## src/rtl/logic_rs_if.sv

```systemverilog
// logic_rs_if: issue, CDB snoop and dispatch signals of the logic-unit reservation station.
// Revision 1.0
`default_nettype none

interface logic_rs_if #(
    parameter int DEPTH  = 4,
    parameter int TAG_W  = 4,
    parameter int DATA_W = 32
);
    localparam int CNT_W = $clog2(DEPTH) + 1;

    logic              issue_valid;
    logic              issue_ready;
    logic [1:0]        issue_op;
    logic [TAG_W-1:0]  issue_dest;
    logic [TAG_W-1:0]  issue_qj;
    logic [TAG_W-1:0]  issue_qk;
    logic [DATA_W-1:0] issue_vj;
    logic [DATA_W-1:0] issue_vk;

    logic              cdb_valid;
    logic [TAG_W-1:0]  cdb_tag;
    logic [DATA_W-1:0] cdb_data;

    logic              disp_valid;
    logic              disp_ready;
    logic [1:0]        disp_op;
    logic [DATA_W-1:0] disp_a;
    logic [DATA_W-1:0] disp_b;
    logic [TAG_W-1:0]  disp_dest;

    logic [CNT_W-1:0]  busy_count;

    modport master (
        output issue_valid, issue_op, issue_dest, issue_qj, issue_qk, issue_vj, issue_vk,
        output cdb_valid, cdb_tag, cdb_data, disp_ready,
        input  issue_ready, disp_valid, disp_op, disp_a, disp_b, disp_dest, busy_count
    );

    modport slave (
        input  issue_valid, issue_op, issue_dest, issue_qj, issue_qk, issue_vj, issue_vk,
        input  cdb_valid, cdb_tag, cdb_data, disp_ready,
        output issue_ready, disp_valid, disp_op, disp_a, disp_b, disp_dest, busy_count
    );
endinterface

`default_nettype wire

```

## src/rtl/logic_rs.sv

```systemverilog
// logic_rs: reservation station for the logic FU; CDB snoop, lowest-index dispatch.
// Revision 1.0
`default_nettype none

module logic_rs #(
    parameter int DEPTH  = 4,
    parameter int TAG_W  = 4,
    parameter int DATA_W = 32
) (
    input  wire logic   clk,
    input  wire logic   rst,
    logic_rs_if.slave   rs
);
    localparam int IDX_W = $clog2(DEPTH);
    localparam int CNT_W = IDX_W + 1;

    logic [DEPTH-1:0]  busy_q, busy_d;
    logic [1:0]        op_q   [DEPTH];
    logic [1:0]        op_d   [DEPTH];
    logic [TAG_W-1:0]  dest_q [DEPTH];
    logic [TAG_W-1:0]  dest_d [DEPTH];
    logic [TAG_W-1:0]  qj_q   [DEPTH];
    logic [TAG_W-1:0]  qj_d   [DEPTH];
    logic [TAG_W-1:0]  qk_q   [DEPTH];
    logic [TAG_W-1:0]  qk_d   [DEPTH];
    logic [DATA_W-1:0] vj_q   [DEPTH];
    logic [DATA_W-1:0] vj_d   [DEPTH];
    logic [DATA_W-1:0] vk_q   [DEPTH];
    logic [DATA_W-1:0] vk_d   [DEPTH];
    logic [CNT_W-1:0]  count_q, count_d;

    logic [DEPTH-1:0]  ready_vec;
    logic [IDX_W-1:0]  sel_idx;
    logic [IDX_W-1:0]  free_idx;
    logic              any_ready;
    logic              any_free;
    logic              issue_fire;
    logic              disp_fire;
    logic              bypass_j;
    logic              bypass_k;

    // Lowest-index ready and free entries; the downward scan lets index 0 win.
    always_comb begin
        ready_vec = '0;
        sel_idx   = '0;
        free_idx  = '0;
        any_ready = 1'b0;
        any_free  = 1'b0;
        for (int i = DEPTH - 1; i >= 0; i--) begin
            ready_vec[i] = busy_q[i] && (qj_q[i] == '0) && (qk_q[i] == '0);
            if (ready_vec[i]) begin
                sel_idx   = IDX_W'(i);
                any_ready = 1'b1;
            end
            if (!busy_q[i]) begin
                free_idx = IDX_W'(i);
                any_free = 1'b1;
            end
        end
    end

    assign issue_fire = rs.issue_valid && any_free;
    assign disp_fire  = any_ready && rs.disp_ready;
    assign bypass_j   = rs.cdb_valid && (rs.issue_qj != '0) && (rs.issue_qj == rs.cdb_tag);
    assign bypass_k   = rs.cdb_valid && (rs.issue_qk != '0) && (rs.issue_qk == rs.cdb_tag);

    always_comb begin
        busy_d = busy_q;
        op_d   = op_q;
        dest_d = dest_q;
        qj_d   = qj_q;
        qk_d   = qk_q;
        vj_d   = vj_q;
        vk_d   = vk_q;

        for (int i = 0; i < DEPTH; i++) begin
            if (busy_q[i] && rs.cdb_valid && (qj_q[i] != '0) && (qj_q[i] == rs.cdb_tag)) begin
                qj_d[i] = '0;
                vj_d[i] = rs.cdb_data;
            end
            if (busy_q[i] && rs.cdb_valid && (qk_q[i] != '0) && (qk_q[i] == rs.cdb_tag)) begin
                qk_d[i] = '0;
                vk_d[i] = rs.cdb_data;
            end
        end

        if (disp_fire) begin
            busy_d[sel_idx] = 1'b0;
        end

        // The free slot is never busy, so it cannot collide with snoop or dispatch.
        if (issue_fire) begin
            busy_d[free_idx] = 1'b1;
            op_d[free_idx]   = rs.issue_op;
            dest_d[free_idx] = rs.issue_dest;
            qj_d[free_idx]   = bypass_j ? '0 : rs.issue_qj;
            vj_d[free_idx]   = bypass_j ? rs.cdb_data : rs.issue_vj;
            qk_d[free_idx]   = bypass_k ? '0 : rs.issue_qk;
            vk_d[free_idx]   = bypass_k ? rs.cdb_data : rs.issue_vk;
        end

        count_d = count_q + CNT_W'(issue_fire) - CNT_W'(disp_fire);
    end

    always_ff @(posedge clk or posedge rst) begin
        if (rst) begin
            busy_q  <= '0;
            op_q    <= '{default: '0};
            dest_q  <= '{default: '0};
            qj_q    <= '{default: '0};
            qk_q    <= '{default: '0};
            vj_q    <= '{default: '0};
            vk_q    <= '{default: '0};
            count_q <= '0;
        end else begin
            busy_q  <= busy_d;
            op_q    <= op_d;
            dest_q  <= dest_d;
            qj_q    <= qj_d;
            qk_q    <= qk_d;
            vj_q    <= vj_d;
            vk_q    <= vk_d;
            count_q <= count_d;
        end
    end

    assign rs.issue_ready = ~&busy_q;
    assign rs.disp_valid  = any_ready;
    assign rs.disp_op     = any_ready ? op_q[sel_idx]   : '0;
    assign rs.disp_a      = any_ready ? vj_q[sel_idx]   : '0;
    assign rs.disp_b      = any_ready ? vk_q[sel_idx]   : '0;
    assign rs.disp_dest   = any_ready ? dest_q[sel_idx] : '0;
    assign rs.busy_count  = count_q;

endmodule

`default_nettype wire
```

## src/flat_wrapper.sv

```systemverilog
// flat-port wrapper written by rule: the top's interface ports become plain ports
module logic_rs_flat 
#(
    parameter int DEPTH  = 4,
    parameter int TAG_W  = 4,
    parameter int DATA_W = 32
)
  (clk, rst, rs_issue_valid, rs_issue_op, rs_issue_dest, rs_issue_qj, rs_issue_qk, rs_issue_vj, rs_issue_vk, rs_cdb_valid, rs_cdb_tag, rs_cdb_data, rs_disp_ready, rs_issue_ready, rs_disp_valid, rs_disp_op, rs_disp_a, rs_disp_b, rs_disp_dest, rs_busy_count);
  logic_rs_if #(.DEPTH(DEPTH), .TAG_W(TAG_W), .DATA_W(DATA_W)) rs_i ();
  input  wire logic clk;
  input  wire logic rst;
  input wire logic [$bits(rs_i.issue_valid)-1:0] rs_issue_valid;
  input wire logic [$bits(rs_i.issue_op)-1:0] rs_issue_op;
  input wire logic [$bits(rs_i.issue_dest)-1:0] rs_issue_dest;
  input wire logic [$bits(rs_i.issue_qj)-1:0] rs_issue_qj;
  input wire logic [$bits(rs_i.issue_qk)-1:0] rs_issue_qk;
  input wire logic [$bits(rs_i.issue_vj)-1:0] rs_issue_vj;
  input wire logic [$bits(rs_i.issue_vk)-1:0] rs_issue_vk;
  input wire logic [$bits(rs_i.cdb_valid)-1:0] rs_cdb_valid;
  input wire logic [$bits(rs_i.cdb_tag)-1:0] rs_cdb_tag;
  input wire logic [$bits(rs_i.cdb_data)-1:0] rs_cdb_data;
  input wire logic [$bits(rs_i.disp_ready)-1:0] rs_disp_ready;
  output wire logic [$bits(rs_i.issue_ready)-1:0] rs_issue_ready;
  output wire logic [$bits(rs_i.disp_valid)-1:0] rs_disp_valid;
  output wire logic [$bits(rs_i.disp_op)-1:0] rs_disp_op;
  output wire logic [$bits(rs_i.disp_a)-1:0] rs_disp_a;
  output wire logic [$bits(rs_i.disp_b)-1:0] rs_disp_b;
  output wire logic [$bits(rs_i.disp_dest)-1:0] rs_disp_dest;
  output wire logic [$bits(rs_i.busy_count)-1:0] rs_busy_count;
  assign rs_i.issue_valid = rs_issue_valid;
  assign rs_i.issue_op = rs_issue_op;
  assign rs_i.issue_dest = rs_issue_dest;
  assign rs_i.issue_qj = rs_issue_qj;
  assign rs_i.issue_qk = rs_issue_qk;
  assign rs_i.issue_vj = rs_issue_vj;
  assign rs_i.issue_vk = rs_issue_vk;
  assign rs_i.cdb_valid = rs_cdb_valid;
  assign rs_i.cdb_tag = rs_cdb_tag;
  assign rs_i.cdb_data = rs_cdb_data;
  assign rs_i.disp_ready = rs_disp_ready;
  assign rs_issue_ready = rs_i.issue_ready;
  assign rs_disp_valid = rs_i.disp_valid;
  assign rs_disp_op = rs_i.disp_op;
  assign rs_disp_a = rs_i.disp_a;
  assign rs_disp_b = rs_i.disp_b;
  assign rs_disp_dest = rs_i.disp_dest;
  assign rs_busy_count = rs_i.busy_count;
  logic_rs #(.DEPTH(DEPTH), .TAG_W(TAG_W), .DATA_W(DATA_W)) u_core (.clk(clk), .rst(rst), .rs(rs_i));
endmodule
```

## config.mk

```make
export PLATFORM = sky130hd
export DESIGN_NAME = logic_rs_flat
export DESIGN_NICKNAME = d
export VERILOG_FILES = /design/src/rtl/logic_rs_if.sv /design/src/rtl/logic_rs.sv /design/src/flat_wrapper.sv
export SDC_FILE = /design/constraint.sdc
export NUM_CORES = 1
export LEC_CHECK = 0
export ABC_AREA = 1
export BUFFER_PORTS_ARGS = -buffer_cell sky130_fd_sc_hd__buf_4
export CAP_MARGIN = 15
export CORE_MARGIN = 3
export CORE_UTILIZATION = 30
export DETAILED_ROUTE_END_ITERATION = 6
export GPL_TIMING_DRIVEN = 0
export PLACE_DENSITY = 0.48
export RECOVER_POWER = 100
export SLEW_MARGIN = 20
export SYNTH_ARGS = -nofsm -noshare
export SYNTH_HDL_FRONTEND = slang
export SYNTH_SLANG_ARGS = --single-unit
```

## constraint.sdc

```tcl
create_clock -name clk -period 11.3 [get_ports clk]
set_input_delay 0.565 -clock clk [delete_from_list [all_inputs] [get_ports clk]]
set_output_delay 0.565 -clock clk [all_outputs]
set_load 0.03 [all_outputs]
```

==> qor.yml <==
area_growth_pct: 17.8
max_freq_mhz: 169
comb_power_share_pct: 55.3
synth-async-reset-ratio_pct: 100
start_util_pct: 30.6
vias: 21817
grt_overflow: 0
drive_gt1_share_pct: 8.20
cts_tree: "yes"
post-route-util_pct: 36.1
cts_buffers: 40
switching_share_pct: 51.0
power.total_w: 0.00753
antenna_found_initial: 3
startpoint_type: "input port"
layout_min_cycle_time_ps: 5930
power_switching_w: 0.00384
grt_max_degree: 79
cts-root-buf: "clkbuf_16"
cp_max_fo: 78
place_inst: 3995
synth_cells: 2946
final_cell_mix: "689 x nand2_1, 520 x inv_1, 429 x nand3_1, 396 x o21ai_0, 319 x dfrtp_1"
wl_per_cell_um: 23.9
worstPathArrival_ps: 5580
violations: "max-capacitance violations, max-slew violations"
cts_hold_buffers: 0
synth-edff-count: 0
ys_warn_count: 0
pwr-share-clk_pct: 17.2
worstSetupPathType: "in -> async"
slew-limit-headroom_pct: -189
core_um2: 65200
ir_drop_uv: 159
cp.required_ps: 10950
worst_hold_slack_ps: 295
clock_latency_ps: 580
finalSetupViolCount: 0
drt_iter0_drc: 2600
rsz0062_at_grt: "false"
worst_slew_pin_slew_ps: 4340
grt_pass1_wl_um: 141000
io_buffers: 190
layout.nets: 3304
final_common_cell: "nand2_1"
gr-usage-all-layers_pct: 27.1
h-tree-depth: 2
power.leakage_nw: 12.3
cts.path.max_buffers: 3
p_int_w: 0.00369
postRouteWirelength_um: 97200
drv_slew: 216
die_area_um2: 69700
hold_path.class: "in -> reg"
place_ws_ps: 7470
fin_cells: 4066
cp-end-kind: "async pin"
outcome: "finished, violations left"
grt_pass1_vias: 21226
seq_area_frac_synth_pct: 40.0
seqPwrFrac_pct: 27.5
syn_area_um2: 20000
hpwl_um: 70300
drc_errors: 0
num_rows: 93
post_cts_resized: 0
cts_setup_buffers: 0
viasPerCell: 5.37
hold_viol: 0
gp_congestion: 0.952
numClockSinks: 319
die_h_um: 264
finalCritPeriodShare_pct: 52.5
drv_cap: 5
synth.distinct_cells: 39
powerDensity_nw_per_um2: 320
dominantRegCellSynth: "dfrtp_1"
ys_ff_latch: 319
clkTransAtPathRegs_ps: 60
fin_skew_ps: 14.3
num_io_pins: 194
finalWorstSetupSlack_ps: 5370
final_antenna_net_count: 0
synth_nets: 3068
die_w_um: 264
synth.avg_cell_area_um2: 6.78
drt-pass1-iter-count: 6
-- sequential cells by signal (all words and copies together) (netlist names) --
signal                flops
u_core.qj_q              16
u_core.vj_q             128
u_core.op_q               8
u_core.busy_q             4
u_core.qk_q              16
u_core.dest_q            16
u_core.rs.busy_count      3
u_core.vk_q             128
-- synth_stat cells (17+ instances only) --
cell type	number	share of area, %
dfrtp_1	319	40
nand4_1	102	3.2
nor2_1	39	0.73
o211ai_1	98	3.7
o21ai_0	322	8.1
inv_1	520	9.8
clkbuf_1	123	2.3
buf_2	68	1.7
buf_1	17	0.32
a21oi_1	50	1.3
nand3_1	429	11
nand2_1	686	13
o21ai_1	93	2.3
-- cell families after synthesis --
kind of cell | Yosys count | synth area share (%)
buf+inv | 747 | 14.8
compound gates | 573 | 15.7
flops | 319 | 40.0
xor+xnor | 12 | 0.526
simple gates | 1292 | 28.8
fa+ha+maj | 3 | 0.226
-- power by group through the flow --
stage	clock network, W	logic (W)	registers, W
floorplan	0	0.00282	0.00199
global placement	0	0.00426	0.00206
detailed placement	0	0.00430	0.00208
CTS	0.00131	0.00432	0.00206
global route	0.00136	0.00459	0.00213
finish	0.00130	0.00416	0.00207
-- worst paths after layout --
path	from	end	slack, ps	cells past startpoint
setup / recovery	rst	u_core.vk_q[70]$_DFF_PP0_	5370	3
hold / removal	rs_disp_ready	u_core.busy_q[3]$_DFF_PP0_	290	4
setup reg to reg	u_core.qj_q[4]$_DFF_PP0_	u_core.rs.busy_count[2]$_DFF_PP0_	7170	13
hold reg to reg	u_core.op_q[1]$_DFFE_PP0P_	u_core.op_q[1]$_DFFE_PP0P_	480	2
max in group clk	u_core.qj_q[4]$_DFF_PP0_	rs_disp_a[2]	6140	12
min in group asynchronous	rst	u_core.rs.busy_count[2]$_DFF_PP0_	830	2
-- per-stage QoR --
step | area [um^2] | TNS, ps
3_3_place_gp | 22500 | -913880
3_5_place_dp | 22600 | 0
5_1_grt | 23500 | 0
2_1_floorplan | 20000 | 0
6_report | 23500 | 0
4_1_cts | 23900 | 0
-- worst max-delay path, cell delays in order --
cell        delay, ps
clkbuf_4          110
clkinvlp_2       1640
clkbuf_1         3140
-- layer usage --
metal | vias up | global-route usage [%] | routed length (um)
li1 | 10000 | - | -
met1 | 10585 | 37.5 | 41900
met2 | 1042 | 41.6 | 43100
met3 | 190 | 5.41 | 8540
met4 | 0 | 10.6 | 3640
met5 | - | 0 | 0
-- layout make-up --
class                   count  area (um^2)
flip-flops and latches    319         7980
inverters                 527         1980
clock buffers              66         1260
multi-input cells        1880         9030
diodes                      2         5.00
plain buffers             220          941
repair buffers            194         1240
clock inverters             3         15.0
well taps                 855         1070
fillers                  7116        41600
Power figures use the tool's default switching activity.
